===== src/rtl/regfile_wb_sched.sv =====
// regfile_wb_sched
//   Write-back scheduler and register scoreboard for the 32x32 integer
//   register file. The ALU and load/store unit share the single write port
//   (we3/ad3/wd3). The LSU normally wins contention, but an ALU that has
//   been denied STARVE_MAX consecutive cycles is granted next. A pending bit
//   per architectural register tracks outstanding writes, and hazard stalls
//   decode until the write has committed.
//
// Ports
//   clk, rst_n             clock (rising edge), asynchronous active-low reset
//   iss_valid, iss_rd      decode issues an instruction writing iss_rd
//   rs1_ad, rs2_ad, dec_rd decode source/destination addresses for hazard check
//   hazard                 combinational stall request to decode
//   alu_valid/rd/wd/ready  ALU writeback handshake
//   lsu_valid/rd/wd/ready  load writeback handshake
//   we3, ad3, wd3          registered register-file write port
//   busy                   at least one register has a pending write
module regfile_wb_sched #(
  parameter int XLEN       = 32,
  parameter int STARVE_MAX = 3
) (
  input  logic            clk,
  input  logic            rst_n,
  input  logic            iss_valid,
  input  logic [4:0]      iss_rd,
  input  logic [4:0]      rs1_ad,
  input  logic [4:0]      rs2_ad,
  input  logic [4:0]      dec_rd,
  output logic            hazard,
  input  logic            alu_valid,
  input  logic [4:0]      alu_rd,
  input  logic [XLEN-1:0] alu_wd,
  output logic            alu_ready,
  input  logic            lsu_valid,
  input  logic [4:0]      lsu_rd,
  input  logic [XLEN-1:0] lsu_wd,
  output logic            lsu_ready,
  output logic            we3,
  output logic [4:0]      ad3,
  output logic [XLEN-1:0] wd3,
  output logic            busy
);

  localparam logic [3:0] STARVE_LIM = 4'(STARVE_MAX);

  logic [31:0]     pend_reg, pend_next;
  logic [3:0]      starve_cnt_reg, starve_cnt_next;
  logic            we3_reg;
  logic [4:0]      ad3_reg;
  logic [XLEN-1:0] wd3_reg;

  logic            alu_grant, lsu_grant, xfer, commit_next;
  logic [4:0]      xfer_rd;
  logic [XLEN-1:0] xfer_wd;

  // Grants are gated by rst_n so that neither source sees a handshake
  // while the block is held in reset.
  always_comb begin
    alu_grant = rst_n & alu_valid & (~lsu_valid | (starve_cnt_reg == STARVE_LIM));
    lsu_grant = rst_n & lsu_valid & ~alu_grant;
    xfer      = alu_grant | lsu_grant;
    xfer_rd   = alu_grant ? alu_rd : lsu_rd;
    xfer_wd   = alu_grant ? alu_wd : lsu_wd;
    // A transfer to x0 completes the handshake but never reaches the file.
    commit_next = xfer & (xfer_rd != 5'd0);
  end

  // Starvation counter: counts consecutive denied ALU cycles, saturating.
  always_comb begin
    starve_cnt_next = 4'd0;
    if (alu_valid && !alu_grant) begin
      starve_cnt_next = (starve_cnt_reg == STARVE_LIM) ? starve_cnt_reg
                                                       : starve_cnt_reg + 4'd1;
    end
  end

  // Scoreboard: the set term is ORed in after the clear, so a new producer
  // issued in the same cycle its predecessor commits keeps the bit set.
  assign pend_next[0] = 1'b0;
  generate
    for (genvar gi = 1; gi < 32; gi++) begin : g_pend
      assign pend_next[gi] = (iss_valid && (iss_rd == 5'(gi))) |
                             (pend_reg[gi] & ~(we3_reg && (ad3_reg == 5'(gi))));
    end
  endgenerate

  always_ff @(posedge clk or negedge rst_n) begin
    if (!rst_n) begin
      pend_reg       <= '0;
      starve_cnt_reg <= '0;
      we3_reg        <= 1'b0;
      ad3_reg        <= '0;
      wd3_reg        <= '0;
    end else begin
      pend_reg       <= pend_next;
      starve_cnt_reg <= starve_cnt_next;
      we3_reg        <= commit_next;
      // Address/data only move on a real commit; otherwise they hold.
      if (commit_next) begin
        ad3_reg <= xfer_rd;
        wd3_reg <= xfer_wd;
      end
    end
  end

  assign hazard = ((rs1_ad != 5'd0) & pend_reg[rs1_ad]) |
                  ((rs2_ad != 5'd0) & pend_reg[rs2_ad]) |
                  ((dec_rd != 5'd0) & pend_reg[dec_rd]);

  assign alu_ready = alu_grant;
  assign lsu_ready = lsu_grant;
  assign we3       = we3_reg;
  assign ad3       = ad3_reg;
  assign wd3       = wd3_reg;
  assign busy      = |pend_reg;

endmodule


===== config.mk =====
export PLATFORM = sky130hd
export DESIGN_NAME = regfile_wb_sched
export DESIGN_NICKNAME = d
export VERILOG_FILES = /design/src/rtl/regfile_wb_sched.sv
export SDC_FILE = /design/constraint.sdc
export NUM_CORES = 1
export LEC_CHECK = 0
export ABC_AREA = 1
export CELL_PAD_IN_SITES_DETAIL_PLACEMENT = 0
export CELL_PAD_IN_SITES_GLOBAL_PLACEMENT = 1
export CORE_MARGIN = 4
export CORE_UTILIZATION = 32
export DETAILED_ROUTE_END_ITERATION = 10
export MAX_ROUTING_LAYER = met4
export PLACE_DENSITY = 0.84
export SETUP_SLACK_MARGIN = 0.05
export SYNTH_ARGS = -nofsm -noshare
export SYNTH_HDL_FRONTEND = slang
export SYNTH_SLANG_ARGS = --single-unit

===== constraint.sdc =====
create_clock -name clk -period 2.48 [get_ports clk]
set_clock_uncertainty 0.15 [all_clocks]
set_input_delay 0.496 -clock clk [delete_from_list [all_inputs] [get_ports clk]]
set_output_delay 0.496 -clock clk [all_outputs]
set_load 0.03 [all_outputs]

; Word level (Yosys, flattened, before mapping)
; Cells that the tools add are included.
; W data, S select, Z words.
[classes]
n_addsub = 1
magnitude_cmp = 3
n_eq_ne = 64
n_mux = 10
n_bitwise = 107
reduce_logical = 69
[op_table]
columns = op, n
row1 = $eq A5 B5 Y1 const B, 32
row2 = $eq A5 B4 Y1 const B, 16
row3 = $logic_and A1 B1 Y1, 63
row4 = $eq A5 B3 Y1 const B, 8
row5 = $and A1 B1 Y1, 39
row6 = $or A1 B1 Y1, 35
row7 = $not A1 Y1, 33
row8 = $mux W32, 1
row9 = $reduce_or A31 Y1, 1
row10 = $eq A5 B2 Y1 const B, 4
row11 = $reduce_bool A5 Y1, 4
row12 = $lt A5 B6 Y1 const B, 3
row13 = $bmux W1 S5, 3
row14 = $eq A5 B1 Y1 const B, 2
row15 = $mux W4, 2
row16 = $mux W5, 1
row17 = $add A4 B1 Y4 const B, 1
row18 = $eq A4 B2 Y1 const B, 1
row19 = $mux W1, 3
row20 = $ne A2 B2 Y1 const B, 1
row21 = $logic_not A1 Y1, 1
[word_totals]
reg_bits = 73
output_inout_bits = 42
elab_cells = 259

; Logic depth before layout (Yosys ltp)
; Gate-level depths: netlist of the first run.
[logic_depth]
word_depth = 7
depth_mapped = 15

; Worst setup path after synthesis of the first run
; OpenSTA, ideal clock, no wires.
[synth_timing]
path_kind = input-to-output
start = in rs2_ad[0]
end = out hazard
arrival_ns = 1.795
required_ns = 1.834
slack_ns = 0.039
cell_stages = 10
n_path_buf = 2
path_cell_list = clkbuf_1 inv_1 clkbuf_1 a21oi_1 o21ai_0 a21oi_1 nor2_1 nor2_1 nor2_1 nand2_1
[synth_via]
elab_chain_cells = 5
[synth_rtl]
columns = item, line_no
row1 = from (decl), 27  ; input logic [4:0] rs2_ad,
row2 = $bmux W1 S5, 107  ; ((rs2_ad != 5'd0) & pend_reg[rs2_ad]) |
row3 = $mux W1 (not written as such), 107
row4 = $and A1 B1 Y1 *, 107
row5 = $or A1 B1 Y1 *, 106  ; assign hazard = ((rs1_ad != 5'd0) & pend_reg[rs1_ad]) |
row6 = $or A1 B1 Y1 *, 107
row7 = to (decl), 29  ; output logic hazard,
; Every way passes the cells marked *; elsewhere a longest branch is shown, timed or not. The select of a mux whose other input is x is not followed.

; Final worst setup path of the first run
[layout_timing]
start = in dec_rd[1]
end = out hazard
[layout_via]
elab_chain_cells = 4
[layout_rtl]
columns = item, line_no
row1 = from (decl), 28  ; input logic [4:0] dec_rd,
row2 = $bmux W1 S5, 108  ; ((dec_rd != 5'd0) & pend_reg[dec_rd]);
row3 = $mux W1 (not written as such), 108
row4 = $and A1 B1 Y1 *, 108
row5 = $or A1 B1 Y1 *, 107
; Marked as above.

==> results of run 1 <==
==> per-layer routing <==
layer | track usage [%] | vias to the layer above | routed length (um)
met5 | - | - | 0
met4 | 7.82 | 0 | 488
met3 | 6.31 | 34 | 1690
met2 | 33.1 | 243 | 7700
met1 | 25.9 | 2427 | 6930
li1 | - | 2743 | -
==> power by group through the flow <==
stage | Combinational [mW] | Clock, mW | Sequential [mW]
6_report | 2.06 | 1.36 | 1.72
5_1_grt | 2.26 | 1.43 | 1.76
4_1_cts | 1.99 | 1.38 | 1.71
3_5_place_dp | 1.97 | 0 | 1.72
3_3_place_gp | 1.98 | 0 | 1.71
2_1_floorplan | 0.792 | 0 | 1.85
==> repair_timing <==
action / CTS / global route
buffers inserted: 0 / 2
gates resized for setup: 29 / 33
pin swaps: 1 / 3
endpoints found under the setup margin: 3 / 4
gates cloned: 2 / 1
==> worst register-to-register path, delay by kind of cell (launching register included) <==
| family | cells | cell delay (ps) |
|---|---|---|
| fa+ha+maj | 1 | 240 |
| buf+inv | 2 | 360 |
| flops | 1 | 400 |
| simple gates | 10 | 860 |
==> final timing paths <==
kind | startpoint | to | slack [ps] | cells after the start
setup / recovery | dec_rd[1] | hazard | 90 | 14
hold / removal | rst_n | wd3[3] | 270 | 2
setup reg to reg | starve_cnt_reg[0] | ad3[4] | 350 | 13
hold reg to reg | wd3[11] | wd3[11] | 320 | 2
max in group asynchronous | rst_n | pend_reg[15] | 1340 | 2
min in group clk | wd3[11] | wd3[11] | 320 | 2
==> cell usage after synthesis, drive strengths merged <==
cell type  instances
nand2            371
nand3             86
dfrtp             73
inv               68
o21ai             63
nor2              35
clkbuf            24
a21oi              9
buf                8
nand4              7
nor4               4
o211ai             3
xor2               2
ha                 1
nand3b             1
nor3               1
nor3b              1
xnor2              1
==> cells by family after synthesis <==
| logic type | share of synthesized area [%] |
|---|---|
| AO/OA/AOI/OAI | 8.12 |
| flip-flops | 38.7 |
| AND/OR/NAND/NOR | 43.6 |
| buffers and inverters | 8.70 |
| adder cells (fa/ha/maj) | 0.265 |
| XOR/XNOR | 0.557 |
==> cell type report <==
class	count	area (um2)
clock buffers	12	246
clock inverters	3	65.1
fillers	1492	7380
inverters	68	258
multi-input cells	585	2510
flip-flops and latches	73	1830
well taps	184	230
repair buffers	201	1960
==> through the flow <==
stage               hold WS, ps  instance area, um2  TNS (ps)  setup slack, ps  util [%]
finish                      269                7100         0             86.8      49.0
global route                333                7100     -72.2            -72.2      49.0
CTS                         305                7040         0             23.2      48.6
detailed placement          308                6690      -290             -290      46.2
global placement            303                6690      -282             -282      46.2
floorplan                  50.4                4720         0             85.4         -
==> impl_metrics.json, run 1 <==
{
  "number_of_antenna_violations_at_the_first_check_in_global_routing": 0,
  "critPathBufInv": 5,
  "die_area_um2": 16700,
  "layout.cells.most_common_list": "sky130_fd_sc_hd__nand2_1 (365), sky130_fd_sc_hd__clkdlybuf4s50_1 (125), sky130_fd_sc_hd__nand3_1 (86), sky130_fd_sc_hd__dfrtp_1 (73), sky130_fd_sc_hd__o21ai_0 (63)",
  "power.share.clock_pct": 26.5,
  "yosys_register_bits": 73,
  "total_power_mw": 5.14,
  "crit_slowest_cell": "sky130_fd_sc_hd__clkdlybuf4s15_1",
  "crit_chain": "clkdlybuf4s15_1 -> buf_6 -> buf_4 -> nand3_1 -> nand2_1 -> nand2_1 -> nand2_1 -> inv_1 -> nand2_1 -> nand2_1 -> nand2_1 -> nor2_2 -> nand2_2 -> buf_6",
  "worstMarginPinSlew_ps": 908,
  "placementRows": 44,
  "p_leak_nw": 3.58,
  "number_of_i_o_port_buffers": 140,
  "clock_tree.buffer_depth": 2,
  "post-route-drc-count": 0,
  "postSynthCellCount": 758,
  "critical-path-top-cell-by-count": "sky130_fd_sc_hd__nand2_1",
  "criticalPathCategory": "input pin to output pin",
  "cts.sinks": 73,
  "power-per-cell-area_nw_per_um2": 724,
  "largest_reg_flops": 32,
  "totalWireLength_mm": 16.8,
  "timing_hold_violations_final": 0,
  "synth-warning-count": 0,
  "initial_core_util_pct": 32.6,
  "via_count_of_the_first_global_routing_pass": 5397,
  "tritoncts": "yes",
  "critical-path-max-stage-delay_ps": 220,
  "path_delay_family": "buffers and inverters",
  "cts.clk_slew.worst_paths_ps": 50,
  "ios": 141,
  "final_antenna_net_count": 0,
  "maxCapViolCount": 0,
  "final-max-slew-violation-count": 0,
  "share_of_power_burned_in_registers_pct": 33.4,
  "start_kind": "input pin",
  "status": "complete, no violations",
  "power.switching_fraction_pct": 37.1,
  "detail_route.first_pass.iterations": 4,
  "switching_power_mw": 1.91,
  "synthTopCellsByArea": "sky130_fd_sc_hd__dfrtp_1 (39%), sky130_fd_sc_hd__nand2_1 (29%), sky130_fd_sc_hd__nand3_1 (9.1%)",
  "detail_route.wl_per_cell_um": 14.9,
  "core_region_area_um2": 14500,
  "gp_routability_congestion": 0.951,
  "num-nets-final": 1038,
  "cp.required_ps": 1830,
  "number_of_buffers_added_to_fix_hold_violations_after_cts": 0,
  "num_antenna_cells": 0,
  "end_kind": "output pin",
  "rsz0062_at_grt": "yes",
  "critPathArrivalTime_ps": 1750,
  "routed-via-count": 5447,
  "yosysSeqAreaShare_pct": 38.7,
  "worst_min_delay_path_class": "input pin to async pin",
  "insertion_delay_ps": 330,
  "synth_largest_type_area_fraction_pct": 38.7,
  "report.final.setup_viol": 0,
  "mostFrequentLayoutCell": "sky130_fd_sc_hd__nand2_1",
  "worst-path-max-fanout": 6,
  "cell_count_after_placement": 1106,
  "die_h_um": 129,
  "cts-htree-levels": 3,
  "final_period_minus_worst_setup_slack_ps": 2390,
  "grt_first_pass_wirelength_mm": 26.9,
  "tritoncts_buffers": 9,
  "hpwl_mm": 12.7,
  "synth_top_cell_by_area": "sky130_fd_sc_hd__dfrtp_1",
  "globalRouteTotalUtil_pct": 21.1,
  "gr_overflow_total": 0,
  "cts_root_buf": "sky130_fd_sc_hd__clkbuf_16",
  "p_int_mw": 3.23,
  "layout-drive-gt1-share_pct": 12.3,
  "syn-cell-area_um2": 4720,
  "ir_worst_vdd_mv": 0.309,
  "synth_cell_types": 22,
  "post_synth.cell_area_avg_um2": 6.22,
  "drt-vias-per-instance": 4.84,
  "grt_start_max_net_pins": 74,
  "final-instance-count-excl-fill": 1126,
  "drt_iter0_drc": 320,
  "syn_nets": 858,
  "pwr-share-comb_pct": 40.1,
  "period_share_pct": 96.5,
  "die_width_um": 129,
  "slew-limit-headroom_pct": 39.5,
  "layout-area-overhead-vs-synth_pct": 50.5,
  "f_max_mhz": 418
}
Note: power is estimated with default switching activity, not from simulation.
==> run 2, diff against run 1 <==
--- a/config.mk
+++ b/config.mk
@@ -12,7 +12,7 @@
 export CORE_UTILIZATION = 32
 export DETAILED_ROUTE_END_ITERATION = 10
 export MAX_ROUTING_LAYER = met4
-export PLACE_DENSITY = 0.84
+export PLACE_DENSITY_LB_ADDON = 0.1
 export SETUP_SLACK_MARGIN = 0.05
 export SYNTH_ARGS = -nofsm -noshare
 export SYNTH_HDL_FRONTEND = slang
==> impl_metrics.json, run 2 (synthesized netlist as in run 1, its figures left out) <==
{
  "status": "complete, no violations",
  "critPathBufInv": 3,
  "number_of_buffers_added_to_fix_hold_violations_after_cts": 0,
  "largest_reg_flops": 32,
  "final-max-slew-violation-count": 0,
  "ios": 141,
  "grt_start_max_net_pins": 49,
  "die_h_um": 129,
  "maxCapViolCount": 0,
  "core_region_area_um2": 14500,
  "cts.sinks": 73,
  "crit_slowest_cell": "sky130_fd_sc_hd__dfrtp_1",
  "number_of_i_o_port_buffers": 140,
  "detail_route.first_pass.iterations": 5,
  "num-nets-final": 1041,
  "totalWireLength_mm": 17.7,
  "worstMarginPinSlew_ps": 612,
  "via_count_of_the_first_global_routing_pass": 5486,
  "die_area_um2": 16700,
  "routed-via-count": 5436,
  "cp.required_ps": 1830,
  "layout-drive-gt1-share_pct": 15.6,
  "clock_tree.buffer_depth": 2,
  "cts-htree-levels": 3,
  "p_leak_nw": 3.62,
  "initial_core_util_pct": 32.6,
  "gp_routability_congestion": 0.957,
  "final_period_minus_worst_setup_slack_ps": 2440,
  "worst-path-max-fanout": 2,
  "power-per-cell-area_nw_per_um2": 760,
  "insertion_delay_ps": 340,
  "globalRouteTotalUtil_pct": 22.5,
  "number_of_antenna_violations_at_the_first_check_in_global_routing": 0,
  "total_power_mw": 5.48,
  "end_kind": "output pin",
  "report.final.setup_viol": 0,
  "layout-area-overhead-vs-synth_pct": 52.9,
  "drt_iter0_drc": 282,
  "timing.hold.ws_ps": 20.8,
  "timing_hold_violations_final": 0,
  "cts.clk_slew.worst_paths_ps": 60,
  "period_share_pct": 98.6,
  "layout.cells.most_common_list": "sky130_fd_sc_hd__nand2_1 (353), sky130_fd_sc_hd__clkdlybuf4s50_1 (124), sky130_fd_sc_hd__nand3_1 (80), sky130_fd_sc_hd__dfrtp_1 (72), sky130_fd_sc_hd__o21ai_0 (62)",
  "critPathArrivalTime_ps": 1800,
  "hpwl_mm": 13.8,
  "placementRows": 44,
  "ir_worst_vdd_mv": 0.354,
  "tritoncts_buffers": 9,
  "grt_first_pass_wirelength_mm": 28.5,
  "crit_chain": "buf_4 -> buf_4 -> nor4_1 -> nand2_1 -> nor2_1 -> nand2_1 -> buf_2",
  "gr_overflow_total": 0,
  "tritoncts": "yes",
  "f_max_mhz": 409,
  "worst_min_delay_path_class": "input pin to async pin",
  "rsz0062_at_grt": "yes",
  "num-fill-cells": 1512,
  "cts_root_buf": "sky130_fd_sc_hd__clkbuf_16",
  "mostFrequentLayoutCell": "sky130_fd_sc_hd__nand2_1",
  "final_antenna_net_count": 0,
  "critical-path-max-stage-delay_ps": 400,
  "post-route-drc-count": 0,
  "num_antenna_cells": 0,
  "die_width_um": 129,
  "criticalPathCategory": "register to output pin",
  "detail_route.wl_per_cell_um": 15.6,
  "path_delay_family": "simple AND/OR/NAND/NOR gates",
  "slew-limit-headroom_pct": 59.2,
  "start_kind": "register",
  "drt-vias-per-instance": 4.81
}
==> run 2: area by class of cell <==
type | instances | area, um2 | area share [%]
Tap cell | 184 | 230 | 3.19
Clock inverter | 4 | 97.6 | 1.35
Sequential cell | 73 | 1830 | 25.3
Multi-Input combinational cell | 585 | 2580 | 35.7
Clock buffer | 12 | 267 | 3.69
Inverter | 68 | 258 | 3.57
Timing Repair Buffer | 204 | 1960 | 27.1
==> run 2: metal layers <==
layer  track usage, %  wire length [um]
met1             27.5              7520
met2             35.8              8420
met3             5.44              1060
met4             9.05               673
met5                -                 0
==> run 2: report_power, final <==
group	internal, mW	switching [mW]
clock	1.06	0.503
combinational	0.898	1.25
sequential	1.48	0.289
total	3.45	2.04
==> run 2: worst reg2reg max path, cell delays in order (launching register included) <==
cell and delay [ps]:
sky130_fd_sc_hd__dfrtp_1 390, sky130_fd_sc_hd__ha_2 230, sky130_fd_sc_hd__nand2_2 100, sky130_fd_sc_hd__nand2_2 110, sky130_fd_sc_hd__nand2_4 80, sky130_fd_sc_hd__buf_4 160, sky130_fd_sc_hd__nand2_1 50, sky130_fd_sc_hd__nand2_1 80
sky130_fd_sc_hd__nor2_1 130, sky130_fd_sc_hd__nand2_2 110, sky130_fd_sc_hd__nand2_2 100, sky130_fd_sc_hd__buf_12 190, sky130_fd_sc_hd__nand2_1 90, sky130_fd_sc_hd__nand2_1 60
==> run 2: path summary, 6_finish.rpt <==
kind | end | slack (ps) | startpoint | cells past startpoint
max | busy | 40 | pend_reg[5] | 7
min reg2reg | wd3[26] | 320 | wd3[26] | 2
min | wd3[1] | 20 | rst_n | 2
max in group asynchronous | pend_reg[13] | 1180 | rst_n | 3
min in group clk | wd3[26] | 320 | wd3[26] | 2
max reg2reg | wd3[23] | 390 | starve_cnt_reg[0] | 13
==> run 2: what timing repair did <==
item,CTS,global route
setup endpoints to repair,3,3
pin swaps,14,14
cloned,2,0
resized for setup,74,24
setup buffers,6,6
==> run 2: through the flow <==
step                area, um2  TNS, ps  util, %  std cells  setup WS [ps]
CTS                      7120    -3.72     49.2       1124          -3.72
floorplan                4720        0        -        758           85.4
detailed placement       6620     -418     45.7       1100           -418
finish                   7210        0     49.8       1130           35.3
global route             7210    -81.0     49.8       1130          -56.1
global placement         6620     -406     45.7       1100           -406
